==> src/rtl/ram_port_sequencer.sv <==
// In-order request sequencer for one RAM port: request FIFO, credit-gated read
// issue, fixed-latency read return pipeline and a show-ahead response FIFO.
module ram_port_sequencer #(
    parameter int DATA_WIDTH    = 8,
    parameter int ADDRESS_DEPTH = 16,
    parameter int READ_LATENCY  = 1,
    parameter int REQ_DEPTH     = 4,
    parameter int RSP_DEPTH     = 4,
    localparam int AW = $clog2(ADDRESS_DEPTH)
) (
    input  logic                  i_clk,
    input  logic                  i_rst,
    input  logic                  i_req_valid,
    output logic                  o_req_ready,
    input  logic                  i_req_we,
    input  logic [AW-1:0]         i_req_addr,
    input  logic [DATA_WIDTH-1:0] i_req_data,
    output logic                  o_rsp_valid,
    input  logic                  i_rsp_ready,
    output logic [DATA_WIDTH-1:0] o_rsp_data,
    output logic [AW-1:0]         o_rsp_addr,
    output logic                  o_ram_en,
    output logic                  o_ram_we,
    output logic [AW-1:0]         o_ram_addr,
    output logic [DATA_WIDTH-1:0] o_ram_din,
    input  logic [DATA_WIDTH-1:0] i_ram_dout,
    output logic                  o_busy
);

    // Handshakes: a transfer happens at a rising edge where valid && ready are
    // both high; valid/payload are held by the source until that edge.
    localparam int QW = $clog2(REQ_DEPTH);
    localparam int RQ = $clog2(RSP_DEPTH);
    localparam int PS = READ_LATENCY + 1;
    localparam int OW = $clog2(RSP_DEPTH + PS + 1) + 1;

    // ---------------- request FIFO ----------------
    logic [QW:0]           req_wr_ptr, req_rd_ptr;
    logic                  req_we_mem   [REQ_DEPTH];
    logic [AW-1:0]         req_addr_mem [REQ_DEPTH];
    logic [DATA_WIDTH-1:0] req_data_mem [REQ_DEPTH];
    logic                  req_empty, req_full, req_push, req_pop, req_write;

    assign req_empty   = (req_wr_ptr == req_rd_ptr);
    assign req_full    = (req_wr_ptr[QW] != req_rd_ptr[QW]) &&
                         (req_wr_ptr[QW-1:0] == req_rd_ptr[QW-1:0]);
    assign o_req_ready = !req_full;
    assign req_push    = i_req_valid && o_req_ready;

    // ---------------- issue decision ----------------
    logic                  head_valid, head_we, issue;
    logic [AW-1:0]         head_addr;
    logic [DATA_WIDTH-1:0] head_data;
    logic [OW-1:0]         outstanding;
    logic [PS-1:0]         pipe_vld;
    logic [AW-1:0]         pipe_addr [PS];
    logic [RQ:0]           rsp_wr_ptr, rsp_rd_ptr, rsp_count;
    logic                  rsp_empty, rsp_full, rsp_push, rsp_pop;

    // An empty FIFO lets the incoming request go straight to the issue stage.
    assign head_valid = !req_empty || req_push;
    assign head_we    = req_empty ? i_req_we   : req_we_mem[req_rd_ptr[QW-1:0]];
    assign head_addr  = req_empty ? i_req_addr : req_addr_mem[req_rd_ptr[QW-1:0]];
    assign head_data  = req_empty ? i_req_data : req_data_mem[req_rd_ptr[QW-1:0]];

    always_comb begin
        outstanding = OW'(rsp_count);
        for (int i = 0; i < PS; i++) begin
            outstanding = outstanding + OW'(pipe_vld[i]);
        end
        outstanding = outstanding - OW'(rsp_pop);
    end

    assign issue     = head_valid && (head_we || (outstanding < OW'(RSP_DEPTH)));
    assign req_pop   = issue && !req_empty;
    assign req_write = req_push && !(issue && req_empty);

    always_ff @(posedge i_clk) begin
        if (req_write) begin
            req_we_mem[req_wr_ptr[QW-1:0]]   <= i_req_we;
            req_addr_mem[req_wr_ptr[QW-1:0]] <= i_req_addr;
            req_data_mem[req_wr_ptr[QW-1:0]] <= i_req_data;
        end
    end

    always_ff @(posedge i_clk or posedge i_rst) begin
        if (i_rst) begin
            req_wr_ptr <= '0;
            req_rd_ptr <= '0;
        end else begin
            if (req_write) req_wr_ptr <= req_wr_ptr + (QW+1)'(1);
            if (req_pop)   req_rd_ptr <= req_rd_ptr + (QW+1)'(1);
        end
    end

    // ---------------- registered RAM port ----------------
    always_ff @(posedge i_clk or posedge i_rst) begin
        if (i_rst) begin
            o_ram_en   <= 1'b0;
            o_ram_we   <= 1'b0;
            o_ram_addr <= '0;
            o_ram_din  <= '0;
        end else begin
            o_ram_en   <= issue;
            o_ram_we   <= issue && head_we;
            o_ram_addr <= issue ? head_addr : '0;
            o_ram_din  <= (issue && head_we) ? head_data : '0;
        end
    end

    // ---------------- read return pipeline ----------------
    // Stage 0 mirrors a read on the RAM port; the last stage lines up with valid dout.
    always_ff @(posedge i_clk or posedge i_rst) begin
        if (i_rst) begin
            pipe_vld <= '0;
            for (int i = 0; i < PS; i++) pipe_addr[i] <= '0;
        end else begin
            pipe_vld[0]  <= issue && !head_we;
            pipe_addr[0] <= head_addr;
            for (int i = 1; i < PS; i++) begin
                pipe_vld[i]  <= pipe_vld[i-1];
                pipe_addr[i] <= pipe_addr[i-1];
            end
        end
    end

    // ---------------- response FIFO ----------------
    logic [DATA_WIDTH-1:0] rsp_data_mem [RSP_DEPTH];
    logic [AW-1:0]         rsp_addr_mem [RSP_DEPTH];

    assign rsp_count = rsp_wr_ptr - rsp_rd_ptr;
    assign rsp_empty = (rsp_wr_ptr == rsp_rd_ptr);
    assign rsp_full  = (rsp_wr_ptr[RQ] != rsp_rd_ptr[RQ]) &&
                       (rsp_wr_ptr[RQ-1:0] == rsp_rd_ptr[RQ-1:0]);
    assign rsp_push  = pipe_vld[PS-1];
    assign rsp_pop   = i_rsp_ready && !rsp_empty;

    always_ff @(posedge i_clk) begin
        if (rsp_push) begin
            rsp_data_mem[rsp_wr_ptr[RQ-1:0]] <= i_ram_dout;
            rsp_addr_mem[rsp_wr_ptr[RQ-1:0]] <= pipe_addr[PS-1];
        end
    end

    always_ff @(posedge i_clk or posedge i_rst) begin
        if (i_rst) begin
            rsp_wr_ptr <= '0;
            rsp_rd_ptr <= '0;
        end else begin
            if (rsp_push) rsp_wr_ptr <= rsp_wr_ptr + (RQ+1)'(1);
            if (rsp_pop)  rsp_rd_ptr <= rsp_rd_ptr + (RQ+1)'(1);
        end
    end

    assign o_rsp_valid = !rsp_empty;
    assign o_rsp_data  = rsp_empty ? '0 : rsp_data_mem[rsp_rd_ptr[RQ-1:0]];
    assign o_rsp_addr  = rsp_empty ? '0 : rsp_addr_mem[rsp_rd_ptr[RQ-1:0]];
    assign o_busy      = !req_empty || (|pipe_vld) || !rsp_empty || o_ram_en;

    // Read credits cap outstanding reads at RSP_DEPTH, so a push never meets a full FIFO.
    a_rsp_no_overflow: assert property (@(posedge i_clk) disable iff (i_rst)
        !(rsp_push && rsp_full && !rsp_pop));

endmodule

==> config.mk <==
export PLATFORM = sky130hd
export DESIGN_NAME = ram_port_sequencer
export DESIGN_NICKNAME = d
export VERILOG_FILES = /design/src/rtl/ram_port_sequencer.sv
export SDC_FILE = /design/constraint.sdc
export NUM_CORES = 1
export LEC_CHECK = 0
export ABC_AREA = 1
export CORE_ASPECT_RATIO = 1.4
export CORE_UTILIZATION = 40
export CTS_BUF_LIST = sky130_fd_sc_hd__clkbuf_4 sky130_fd_sc_hd__clkbuf_8
export DETAILED_ROUTE_END_ITERATION = 10
export GPL_ROUTABILITY_DRIVEN = 0
export HOLD_SLACK_MARGIN = 0.08
export PLACE_DENSITY = 0.58
export SLEW_MARGIN = 20
export SYNTH_ARGS = -nofsm -noshare
export SYNTH_HDL_FRONTEND = slang
export SYNTH_SLANG_ARGS = --single-unit
==> constraint.sdc <==
create_clock -name i_clk -period 6.85 [get_ports i_clk]
set_clock_uncertainty 0.05 [all_clocks]
set_input_delay 1.37 -clock i_clk [delete_from_list [all_inputs] [get_ports i_clk]]
set_output_delay 1.37 -clock i_clk [all_outputs]
set_load 0.02 [all_outputs]
=== Yosys cells after proc, flatten, opt, wreduce, memory -nomap -nowiden ===
Memories as Yosys holds them, arrays and structs flattened.
Index checks and enable logic that the tools add are counted.
W data, S select, Z words.

* Register bits after elaboration: 36
* Memory bits (writable): 100
* Input bits: 25
* Memories: 5

* Add/sub/neg operators: 8
* Magnitude comparators: 1
* Equal/unequal tests: 4
* Multiplexer cells: 11
* Reductions and logical operators: 20

{| class="wikitable"
|+ Memories
! name !! words !! width !! rd ports !! clocked after memory_dff !! write ports !! line !! source
|-
| req_data_mem || 4 || 8 || 1 || 0 || 1 || 41 || <nowiki>logic [DATA_WIDTH-1:0] req_data_mem [REQ_DEPTH];</nowiki>
|-
| rsp_data_mem || 4 || 8 || 1 || 0 || 1 || 128 || <nowiki>logic [DATA_WIDTH-1:0] rsp_data_mem [RSP_DEPTH];</nowiki>
|-
| req_addr_mem || 4 || 4 || 1 || 0 || 1 || 40 || <nowiki>logic [AW-1:0] req_addr_mem [REQ_DEPTH];</nowiki>
|-
| rsp_addr_mem || 4 || 4 || 1 || 0 || 1 || 129 || <nowiki>logic [AW-1:0] rsp_addr_mem [RSP_DEPTH];</nowiki>
|-
| req_we_mem || 4 || 1 || 1 || 0 || 1 || 39 || <nowiki>logic req_we_mem [REQ_DEPTH];</nowiki>
|}

{| class="wikitable"
|+ Operator list
! cell !! number
|-
| $mux W8 || 3
|-
| $add A3 B1 Y3 const B || 4
|-
| $mux W4 || 3
|-
| $logic_and A1 B1 Y1 || 9
|-
| $eq A3 B3 Y1 || 2
|-
| $logic_not A1 Y1 || 5
|-
| $logic_or A1 B1 Y1 || 5
|-
| $mux W1 || 5
|-
| $add A3 B1 Y4 || 1
|-
| $add A4 B1 Y4 || 1
|-
| $lt A4 B3 Y1 const B || 1
|-
| $sub A4 B1 Y4 || 1
|-
| $sub A3 B3 Y3 || 1
|-
| $eq A2 B2 Y1 || 1
|-
| $reduce_or A2 Y1 || 1
|-
| $ne A1 B1 Y1 || 1
|}

=== Depth between registers and ports, before layout ===
* Depth in word-level cells: 12
* Gate-level depth with buffers: 21
* Gate-level depth less buffers: 21

=== Least setup slack after synthesis ===
Ideal clock, no wire load.

* Path type: input to register
* Start: in i_rsp_ready
* End: mem req_addr_mem[0][0] (netlist name), enable pin
* Arrival: 3.219 ns
* Slack: 3.211 ns
* Stages: 16
* Cells stage by stage: nand2_1 -> inv_1 -> ha_1 -> inv_1 -> ha_1 -> nand2_1 -> nand2_1 -> nand2_1 -> nand2_1 -> nor2_1 -> nor2_4 -> nand2_4 -> nand2_8 -> nand2_4 -> nand2_4 -> nor2_2

* Word-level cells in the longest chain between the ends: 10

{| class="wikitable"
|+ RTL lines
! what !! line !! source
|-
| start, declared || 19 || <nowiki>input logic i_rsp_ready,</nowiki>
|-
| $logic_and A1 B1 Y1 || 136 || <nowiki>assign rsp_pop = i_rsp_ready && !rsp_empty;</nowiki>
|-
| net rsp_pop || 58 || <nowiki>logic rsp_empty, rsp_full, rsp_push, rsp_pop;</nowiki>
|-
| $sub A4 B1 Y4 || 71 || <nowiki>outstanding = outstanding - OW'(rsp_pop);</nowiki>
|-
| $lt A4 B3 Y1 || 74 || <nowiki>assign issue = head_valid && (head_we || (outstanding < OW'(RSP_DEPTH)));</nowiki>
|-
| $logic_or A1 B1 Y1 || 74 ||
|-
| $logic_and A1 B1 Y1 || 74 ||
|-
| net issue || 51 || <nowiki>logic head_valid, head_we, issue;</nowiki>
|-
| $logic_and A1 B1 Y1 || 76 || <nowiki>assign req_write = req_push && !(issue && req_empty);</nowiki>
|-
| $logic_not A1 Y1 || 76 ||
|-
| $logic_and A1 B1 Y1 || 76 ||
|-
| $mux W1 || 79 || <nowiki>if (req_write) begin</nowiki>
|-
| $mux W1 (implied by the code) || 81 || <nowiki>req_addr_mem[req_wr_ptr[QW-1:0]] <= i_req_addr;</nowiki>
|-
| end, declared || 40 ||
|}

The timed path passes the listed nets, and every way through them passes these cells.

=== Worst setup path after layout ===
* Start: reg rsp_rd_ptr[0]
* End: out o_rsp_data[6]

* Word-level cells in the longest chain between the ends: 2
* Elaborated cells between the ends (all ways): 3
* Those cells by class: eq/ne (1); mux (1); memory (1)

{| class="wikitable"
|+ RTL lines
! what !! line !! source
|-
| start, declared || 57 || <nowiki>logic [RQ:0] rsp_wr_ptr, rsp_rd_ptr, rsp_count;</nowiki>
|-
| start signal, assigned || 151 || <nowiki>if (rsp_pop) rsp_rd_ptr <= rsp_rd_ptr + (RQ+1)'(1);</nowiki>
|-
| $mem_v2 Z4 W8 / $eq A3 B3 Y1 (equally long branches) || - ||
|-
| $mux W8 * || 156 || <nowiki>assign o_rsp_data = rsp_empty ? '0 : rsp_data_mem[rsp_rd_ptr[RQ-1:0]];</nowiki>
|-
| end, declared || 20 || <nowiki>output logic [DATA_WIDTH-1:0] o_rsp_data,</nowiki>
|}

Every way passes the cells marked *; elsewhere a longest branch is shown, timed or not.

==> impl_metrics.tcl <==
set metrics [dict create \
    drc_errors 0 \
    grt_setup_unrepaired "false" \
    antenna_violations_before_repair 0 \
    comb_power_share_pct 45.5 \
    setup.worst_path.class "flop to output pin" \
    fp.dieW_um 103 \
    htree_num_levels 4 \
    cts.hold.buffers_added 0 \
    leading_cell_type_in_the_layout_fill_and_taps_excluded "sky130_fd_sc_hd__edfxtp_1" \
    worst-endpoint-required_ps 5430 \
    cts_tree "yes" \
    grt_pass1_wl_mm 17.6 \
    dp.final_hpwl_mm 7.25 \
    power_leakage_nw 2.68 \
    overall_overflow_remaining_after_global_route 0 \
    design.die.area_mm2 0.0147 \
    routed_via_density 4.89 \
    vias_in_the_first_global_route 3559 \
    setup-violations-final 0 \
    tns_ps 0 \
    hp-class "flop to flop" \
    post_synth_instance_area_mm2 0.00570 \
    powerDensity_mw_per_mm2 514 \
    grt_start_max_net_pins 37 \
    cts_inserted_buffers 17 \
    dr.pass1.iters 4 \
    worst_setup_hold_path_clk_slew_ps 80 \
    cts_sinks 136 \
    dpl.cell_count 701 \
    start_util_pct 41.0 \
    worst_path_arrival_time_ps 3100 \
    most-common-layout-cells "100 x sky130_fd_sc_hd__edfxtp_1, 81 x sky130_fd_sc_hd__nand2_1, 66 x sky130_fd_sc_hd__nor2_1" \
    crit_path_start_kind "flop" \
    timing.max_cap.violations 0 \
    crit_path_end_kind "output pin" \
    critical_path_peak_fanout 27 \
    die_h_um 143 \
    outcome "completed" \
    drtIter0Drc 120 \
    netlist_instances 479 \
    postCtsSetupRepairBufs 0 \
    ir_drop_uv 175 \
    portBuffers 53 \
    timing_worst_slew_pin_value_ps 939 \
    fin_nets 577 \
    route.final.wire_length_mm 11.2 \
    synth_fp_nets 521 \
    path_cells "ha_1 -> nand3_1 -> inv_1 -> a21oi_1 -> clkdlybuf4s50_1" \
    timing.fmax_ghz 0.221 \
    period_needed_ps 4520 \
    area_delta_synth_final_pct 19.6 \
    clockRootBuffer "sky130_fd_sc_hd__clkbuf_8" \
    num_vias 3587 \
    clock_path_buffers 2 \
    wl_per_cell_um 15.3 \
    slowest_delay_ps 960 \
    grt_use_total_pct 16.5 \
    slowest_stage_cell_crit_path "sky130_fd_sc_hd__dfrtp_1" \
    power.sequential.fraction_pct 34.9 \
    top_level_ports 54 \
    clock_latency_ps 430 \
    timing_hold_violations_final 0 \
    diodes 0 \
    cts_resized 0 \
    avg_synthesized_cell_area_um2 11.9 \
    drtAntennaViolNets 0 \
    synth_sequential_area_ratio_pct 68.5 \
    p_sw_share_pct 40.2 \
    final-max-slew-violation-count 0 \
    yosysWarningCount 0 \
    total_switching_power_mw 1.41 \
    core_area_mm2 0.0139 \
    placement_rows 51 \
    cell_internal_pwr_mw 2.10 \
    slew_headroom_pct 37.4 \
    fin_cells 733 \
    drive_above_1_share_pct 9.85 \
    clock_power_share_pct 19.6 \
    final_min_period_over_clock_period_pct 66.0 \
    ys_seq_elements 136 \
    synth_cell_type_count 33 \
]
==> per-stage QoR <==
stage | hold slack [ps] | area [um^2] | setup slack, ps | util [%] | total power, mW
finish | 300 | 6820 | 2330 | 49.0 | 3.50
global route | 307 | 6820 | 2150 | 49.0 | 3.78
CTS | 302 | 6820 | 2250 | 49.0 | 3.55
detailed placement | 285 | 6400 | 2430 | 46.0 | 2.85
global placement | 282 | 6400 | 2500 | 46.0 | 2.80
floorplan | 281 | 5700 | 3210 | - | 2.34
==> critical path: cells and delay by family (launching register included) <==
| kind | cells | cell delay (ps) |
|---|---|---|
| AO/OA/AOI/OAI | 1 | 260 |
| adder cells (fa/ha/maj) | 1 | 390 |
| buffers and inverters | 2 | 910 |
| flip-flops | 1 | 960 |
| AND/OR/NAND/NOR | 1 | 140 |
==> synth_stat cells <==
cell type                    n  area share (%)
sky130_fd_sc_hd__a211oi_1    8             1.1
sky130_fd_sc_hd__xor2_1      4            0.61
sky130_fd_sc_hd__fa_1        1            0.35
sky130_fd_sc_hd__buf_4       1            0.13
sky130_fd_sc_hd__clkbuf_1   15            0.99
sky130_fd_sc_hd__nand3_4     1            0.31
sky130_fd_sc_hd__nand2_4     3            0.59
sky130_fd_sc_hd__ha_1       16             3.5
sky130_fd_sc_hd__edfxtp_1  100              53
sky130_fd_sc_hd__nor2_4      3            0.59
sky130_fd_sc_hd__nor2_1     66             4.3
sky130_fd_sc_hd__nand2_8     1            0.35
sky130_fd_sc_hd__nand2_1    81             5.3
sky130_fd_sc_hd__or2_2       1            0.11
sky130_fd_sc_hd__o21a_1      4            0.53
sky130_fd_sc_hd__and2_1      4            0.44
sky130_fd_sc_hd__xnor2_1     1            0.15
sky130_fd_sc_hd__inv_2       2            0.13
sky130_fd_sc_hd__nand2_2     5            0.55
sky130_fd_sc_hd__buf_6       1            0.20
sky130_fd_sc_hd__nor3_1      1           0.088
sky130_fd_sc_hd__inv_1      37             2.4
sky130_fd_sc_hd__nand3_1    11            0.97
sky130_fd_sc_hd__o21ai_0    34             3.0
sky130_fd_sc_hd__o21ai_1     1           0.088
sky130_fd_sc_hd__buf_2       1           0.088
sky130_fd_sc_hd__nand3_2     1            0.18
sky130_fd_sc_hd__buf_1       1           0.066
sky130_fd_sc_hd__a32o_1      8             1.4
sky130_fd_sc_hd__nor2_2      3            0.33
sky130_fd_sc_hd__o221ai_1    4            0.61
sky130_fd_sc_hd__a21oi_1    23             2.0
sky130_fd_sc_hd__dfrtp_1    36              16
==> flip-flops by register name, indices dropped and copies added (netlist names) <==
register      count
req_wr_ptr        3
req_rd_ptr        3
o_ram_addr        4
o_ram_we          1
req_we_mem        4
req_data_mem     32
rsp_wr_ptr        3
pipe_addr         8
rsp_data_mem     32
req_addr_mem     16
pipe_vld          2
o_ram_en          1
rsp_rd_ptr        3
rsp_addr_mem     16
o_ram_din         8
==> power by group through the flow <==
| stage | sequential [mW] | clock (mW) | combinational, mW |
|---|---|---|---|
| after floorplan | 1.23 | 0 | 1.10 |
| after global placement | 1.24 | 0 | 1.57 |
| after detailed placement | 1.24 | 0 | 1.61 |
| after CTS | 1.23 | 0.705 | 1.62 |
| after global routing | 1.25 | 0.746 | 1.78 |
| final | 1.22 | 0.687 | 1.59 |
==> layer usage <==
metal  track usage [%]  routed length (um)
met5                 0                   0
met4              6.38                 151
met3              5.09                 496
met2              29.2                6110
met1              18.2                4450
==> cell type report <==
| class | instances | area, um^2 |
|---|---|---|
| fill | 1283 | 7090 |
| sequential | 136 | 3900 |
| multi-input combinational | 285 | 1570 |
| timing repair buffer | 56 | 553 |
| clock buffer | 18 | 248 |
| tap | 185 | 231 |
| clock inverter | 14 | 168 |
| inverter | 39 | 146 |
==> cells by family after synthesis <==
| kind of cell | synth area share (%) |
|---|---|
| AOI/OAI and AO/OA | 8.69 |
| adders and majority gates | 3.86 |
| DFF | 68.5 |
| buffers and inverters | 4.04 |
| and+or+nand+nor | 14.2 |
| xor gates and xnor gates | 0.768 |
==> final timing paths <==
check | startpoint | slack (ps) | end | depth (start not counted)
min | pipe_addr[4] | 300 | pipe_addr[0] | 0
max | rsp_rd_ptr[0] | 2330 | o_rsp_data[6] | 5
max in group asynchronous | i_rst | 5090 | req_wr_ptr[1] | 3
min reg2reg | pipe_addr[4] | 300 | pipe_addr[0] | 0
max reg2reg | rsp_rd_ptr[0] | 2780 | req_addr_mem[1][1] | 18
min in group asynchronous | i_rst | 1290 | o_ram_din[4] | 3
No activity file was read; power rests on OpenSTA's default activity.
